$ cat src/rtl/pipe_ctrl_pkg.sv
// pipe_ctrl_pkg: state encoding and default constants shared by the pipeline sequencer
package pipe_ctrl_pkg;
  typedef enum logic [2:0] {
    RESET_WAIT = 3'd0,
    RUN        = 3'd1,
    LOAD_STALL = 3'd2,
    MEM_WAIT   = 3'd3,
    DRAIN      = 3'd4,
    HALTED     = 3'd5
  } state_t;
  localparam int DRAIN_CYC_DEF = 4;
  localparam int CNT_W_DEF = 16;
endpackage

$ cat src/rtl/pipe_ctrl_seq_sat_counter.sv
// sat_counter: up counter that sticks at all-ones, with synchronous clear
module sat_counter #(
  parameter int W = 16
) (
  input  logic         clk,
  input  logic         rst_n,
  input  logic         clear,
  input  logic         inc,
  output logic [W-1:0] value
);
  // count on inc until every bit is set, then hold
  always_ff @(posedge clk or negedge rst_n)
    if (!rst_n) value <= '0;
    else if (clear) value <= '0;
    else if (inc && value != '1) value <= value + W'(1);
endmodule

$ cat src/rtl/pipe_ctrl_seq.sv
// pipe_ctrl_seq: stall/flush/drain sequencer for the 5-stage pipeline; PIPE_CTRL_PERF_EN adds flush/bubble counters
module pipe_ctrl_seq
  import pipe_ctrl_pkg::*;
#(
  parameter int DRAIN_CYC = DRAIN_CYC_DEF,
  parameter int CNT_W = CNT_W_DEF
) (
  input  logic             clk,
  input  logic             rst_n,
  input  logic             hz_stall,
  input  logic             br_taken,
  input  logic             br_nullify,
  input  logic             mem_busy,
  input  logic             halt_req,
  output logic             pc_le,
  output logic             ifid_le,
  output logic             ifid_clr,
  output logic             idex_nop,
  output logic             ex_le,
  output logic             memwb_le,
  output logic             halted,
`ifdef PIPE_CTRL_PERF_EN
  output logic [CNT_W-1:0] flush_cnt,
  output logic [CNT_W-1:0] bubble_cnt,
`endif
  output logic [CNT_W-1:0] stall_cnt
);
  localparam int DW = (DRAIN_CYC > 1) ? $clog2(DRAIN_CYC) : 1;
  state_t st, nxt;
  logic [DW-1:0] dcnt, dcnt_nxt;
  logic stall_inc;
  // state and drain counter registers
  always_ff @(posedge clk or negedge rst_n)
    if (!rst_n) begin
      st <= RESET_WAIT;
      dcnt <= '0;
    end else begin
      st <= nxt;
      dcnt <= dcnt_nxt;
    end
  // next state and combinational enables; memory wait always wins, branches beat load-use, halt is last
  always_comb begin
    nxt = st;
    dcnt_nxt = dcnt;
    {pc_le, ifid_le, ifid_clr, idex_nop, ex_le, memwb_le, halted} = '0;
    case (st)
      RESET_WAIT: nxt = RUN;
      RUN, LOAD_STALL:
        if (mem_busy) nxt = MEM_WAIT;
        else begin
          nxt = RUN;
          {pc_le, ifid_le, ex_le, memwb_le} = '1;
          if (br_taken) begin
            ifid_clr = 1'b1;
            idex_nop = br_nullify;
          end else if (br_nullify) idex_nop = 1'b1;
          else if (st == RUN && hz_stall) begin
            pc_le = 1'b0;
            ifid_le = 1'b0;
            idex_nop = 1'b1;
            nxt = LOAD_STALL;
          end else if (st == RUN && halt_req) begin
            pc_le = 1'b0;
            ifid_clr = 1'b1;
            nxt = DRAIN;
            dcnt_nxt = DW'(DRAIN_CYC - 1);
          end
        end
      MEM_WAIT:
        if (!mem_busy) begin
          {pc_le, ifid_le, ex_le, memwb_le} = '1;
          nxt = RUN;
        end
      DRAIN:
        if (!mem_busy) begin
          {ifid_le, ifid_clr, ex_le, memwb_le} = '1;
          nxt = (dcnt == '0) ? HALTED : DRAIN;
          dcnt_nxt = (dcnt == '0) ? dcnt : dcnt - DW'(1);
        end
      HALTED: begin
        halted = 1'b1;
        nxt = halt_req ? HALTED : RUN;
      end
      default: nxt = RESET_WAIT;
    endcase
  end
  assign stall_inc = !pc_le && (st == RUN || st == LOAD_STALL || st == MEM_WAIT || st == DRAIN);
  sat_counter #(.W(CNT_W)) u_stall (
    .clk(clk), .rst_n(rst_n), .clear(1'b0), .inc(stall_inc), .value(stall_cnt)
  );
`ifdef PIPE_CTRL_PERF_EN
  sat_counter #(.W(CNT_W)) u_flush (
    .clk(clk), .rst_n(rst_n), .clear(1'b0), .inc(ifid_clr && st == RUN), .value(flush_cnt)
  );
  sat_counter #(.W(CNT_W)) u_bubble (
    .clk(clk), .rst_n(rst_n), .clear(1'b0), .inc(idex_nop), .value(bubble_cnt)
  );
`endif
endmodule

$ cat config.mk
export PLATFORM = sky130hd
export DESIGN_NAME = pipe_ctrl_seq
export DESIGN_NICKNAME = d
export VERILOG_FILES = /design/src/rtl/pipe_ctrl_pkg.sv /design/src/rtl/pipe_ctrl_seq_sat_counter.sv /design/src/rtl/pipe_ctrl_seq.sv
export SDC_FILE = /design/constraint.sdc
export NUM_CORES = 1
export LEC_CHECK = 0
export BUFFER_PORTS_ARGS = -buffer_cell sky130_fd_sc_hd__buf_4
export CAP_MARGIN = 20
export CORE_MARGIN = 2
export CORE_UTILIZATION = 41
export DETAILED_ROUTE_END_ITERATION = 16
export MAX_ROUTING_LAYER = met4
export PLACE_DENSITY = 0.74
export SLEW_MARGIN = 20
export SYNTH_ARGS = -nofsm -noshare
export SYNTH_HDL_FRONTEND = slang
export SYNTH_SLANG_ARGS = --single-unit
$ cat constraint.sdc
create_clock -name clk -period 2.6 [get_ports clk]
set_clock_uncertainty 0.2 [all_clocks]
set_input_delay 0.26 -clock clk [delete_from_list [all_inputs] [get_ports clk]]
set_output_delay 0.26 -clock clk [all_outputs]
set_load 0.01 [all_outputs]
==> impl_results.md <==
- Crit Path Class: flop to output pin
- DR WL met2: about 1400 um
- CTS tree: yes
- Commonest non-fill, non-tap cell in the layout: buf_4
- Total track usage: between 15 and 20%
- Post-Synthesis Cells: about 130
- H-tree levels: 1
- Critical Path AT: 1.94 ns
- FFs w/ async S/R, synth: 100.0%
- Post_cts resized: 0
- I/O pin total: 30
- Pins Over Slew Limit: 0
- Power Density: approximately 600 nW/um2
- ANT cells: 0
- Mean post-synth cell area: about 9.6 um2
- Root Driver: clkbuf_4
- Dpl cells: 190
- Synth warnings: 0
- Status: complete, no violations
- Largest net degree at the start of global routing: 22
- Fill count: 268
- Max Freq: 0.4170 GHz
- Die area: 3535 um2
- Synth Register Bits: 21
- GPL Wtd Cong: a little under 0.9
- Hold Path Stages: 3
- Met3 WL post-DR: between 100 and 150 um
- Initial antenna violation count: 0
- Post-DRT Antenna Nets: 0
- Mapped cell area: 1261 um2
- Setup TNS: 0 ns
- CP required: roughly 2.1 ns
- Highest routed layer: met4
- Vias per inst: ~5.7
- Fin nets: ~170
- Final Cycle Share: around 92%
- Sequential fraction of the synthesis area: 41.67%
- Static leakage: 0.6839 nW
- Setup WS post-layout: approximately 0.20 ns
- Starting Density: between 40% and 50%
- R2R depth: 5
- Pre-CTS WS: roughly 0.26 ns
- Initial drt markers: 14
- Core area: approximately 3000 um2
- Gr ovfl total: 0
- Vias in the first global route: just over 1k
- Slew headroom: between 60% and 70%
- Hold Crit Class: input pin to flop
- First-pass GRT wire length: approximately 4400 um
- Die Wd: roughly 59 um
- Total number of vias: between 1k and 1.5k
- Finished Layout Cells: 195
- Post-route minimum period: 2.398 ns
- CP startpoint kind: flop
- FP Rows: 20
- Max FO, Critical Path: 7
- MaxCap Viol Count: 0
- Clock latency on the worst-skew pair: between 0.3 and 0.4 ns
- Post CTS Setup Buffer Count: 0
- Clk sink count: 21
- PortBufs: 29
- Layout cell share with drive strength beyond 1: between 30% and 40%
- Total length of routed wires: approximately 2800 um
- Bufs on Longest Clock Path: 2
- Met1 Wirelength: around 1200 um
- Drt first pass iters: 4
- CTS Hold Bufs: 1
- Post-Syn Nets: 141
- Most frequent cells in the layout: buf_4 (31), dfrtp_1 (21), nor2_1 (14)
- Maximum VDD drop: about 0.32 mV
- Area delta synth->final: 21.83%
- Synth unique cells: 36
- RSZ-0062 raised after global routing: false
- TritonCTS buffer count: 3
- WL/cell: ~14 um
- Power Total: 0.0009416 W
- Final core utilization: slightly above 50%
- Setup violations, final: 0
- Worst slew pin tran: 0.4524 ns
- Count of final hold-check violations: 0
- CTS clk-pin slew, worst paths: roughly 0.12 ns
- Number of enable flip-flop cells after synthesis: 0
- CP endpoint kind: output pin
- Top FF cell, synth: dfrtp_1
- Detail Placement HPWL: ~2000 um
- Die span in y: about 60 um
- Number of remaining DRC errors: 0
==> final timing paths <==
path                              startpoint           endpoint  slack [ns]
setup / recovery                       st[0]           ifid_clr        0.20
hold / removal                      hz_stall              st[1]        0.04
setup reg to reg            u_stall.value[2]   u_stall.value[1]        0.24
hold reg to reg            u_stall.value[10]  u_stall.value[10]        0.31
max in group asynchronous              rst_n  u_stall.value[11]        1.83
min in group asynchronous              rst_n   u_stall.value[5]        0.15
==> worst max-delay path, cell delays in order (launching register included) <==
cell     delay, ns
dfrtp_1       0.48
nor2b_1       0.37
and4b_1       0.27
o21ai_0       0.09
o21a_1        0.19
nor2_1        0.09
buf_4         0.13
==> report_power, final <==
group / leakage [nW] / total, W / internal, W / switching, W
Clock: 0.0177 / 0.000160 / 0.0000575 / 0.000103
Combinational: 0.396 / 0.000318 / 0.000171 / 0.000148
Sequential: 0.270 / 0.000463 / 0.000390 / 0.0000733
==> state kept, by name (all words and copies together), names as in the netlist <==
| name | count |
|---|---|
| u_stall.value | 16 |
| st | 3 |
| dcnt | 2 |
==> final cells by class <==
class                           instances  area [um2]  area share [%]
Clock buffer                            3       22.52           1.466
Inverter                                5       18.77           1.222
Clock inverter                          1       5.005          0.3257
Multi-Input combinational cell        100       680.7           44.30
Timing Repair Buffer                   32       242.7           15.80
Tap cell                               33       41.29           2.687
Sequential cell                        21       525.5           34.20
==> cells in the mapped netlist, types with 2 or more instances <==
| cell | count | share of area, % |
|---|---|---|
| nand2_1 | 9 | 2.7 |
| clkbuf_1 | 2 | 0.60 |
| nor2_1 | 14 | 4.2 |
| buf_2 | 2 | 0.79 |
| nor2b_1 | 3 | 1.5 |
| and3_2 | 3 | 1.8 |
| inv_1 | 5 | 1.5 |
| nand3_2 | 4 | 3.2 |
| and4b_1 | 2 | 1.6 |
| o21ai_0 | 3 | 1.2 |
| nor3_1 | 3 | 1.2 |
| and2_1 | 3 | 1.5 |
| ha_1 | 2 | 2.0 |
| mux2_2 | 5 | 4.5 |
| nand4_1 | 5 | 2.5 |
| nand3_1 | 10 | 4.0 |
| nand3b_1 | 3 | 1.8 |
| dfrtp_1 | 21 | 42 |
| a21oi_1 | 5 | 2.0 |
| xnor2_1 | 12 | 8.3 |
==> per-stage QoR <==
| step | hold WS [ns] | area [um2] |
|---|---|---|
| after floorplan | -0.2356 | 1261 |
| final | 0.03936 | 1536 |
| after global placement | -0.04563 | 1499 |
| after CTS | 0.03106 | 1536 |
| after global routing | 0.04233 | 1536 |
| after detailed placement | -0.04081 | 1499 |
==> cells by family after synthesis <==
kind of cell / synth area share, %
AND/OR/NAND/NOR: 30.36
XOR/XNOR: 9.028
flip-flops: 41.67
buffers and inverters: 4.366
multiplexers: 4.464
adder cells (fa/ha/maj): 1.984
AO/OA/AOI/OAI: 8.135
==> per-layer routing <==
| metal | GRT usage (%) | vias up |
|---|---|---|
| met1 | 21.38 | 536 |
| li1 | - | 528 |
| met4 | 5.195 | 0 |
| met3 | 4.148 | 2 |
| met2 | 26.53 | 41 |
| met5 | - | - |
(Power assumes the default switching activity.)
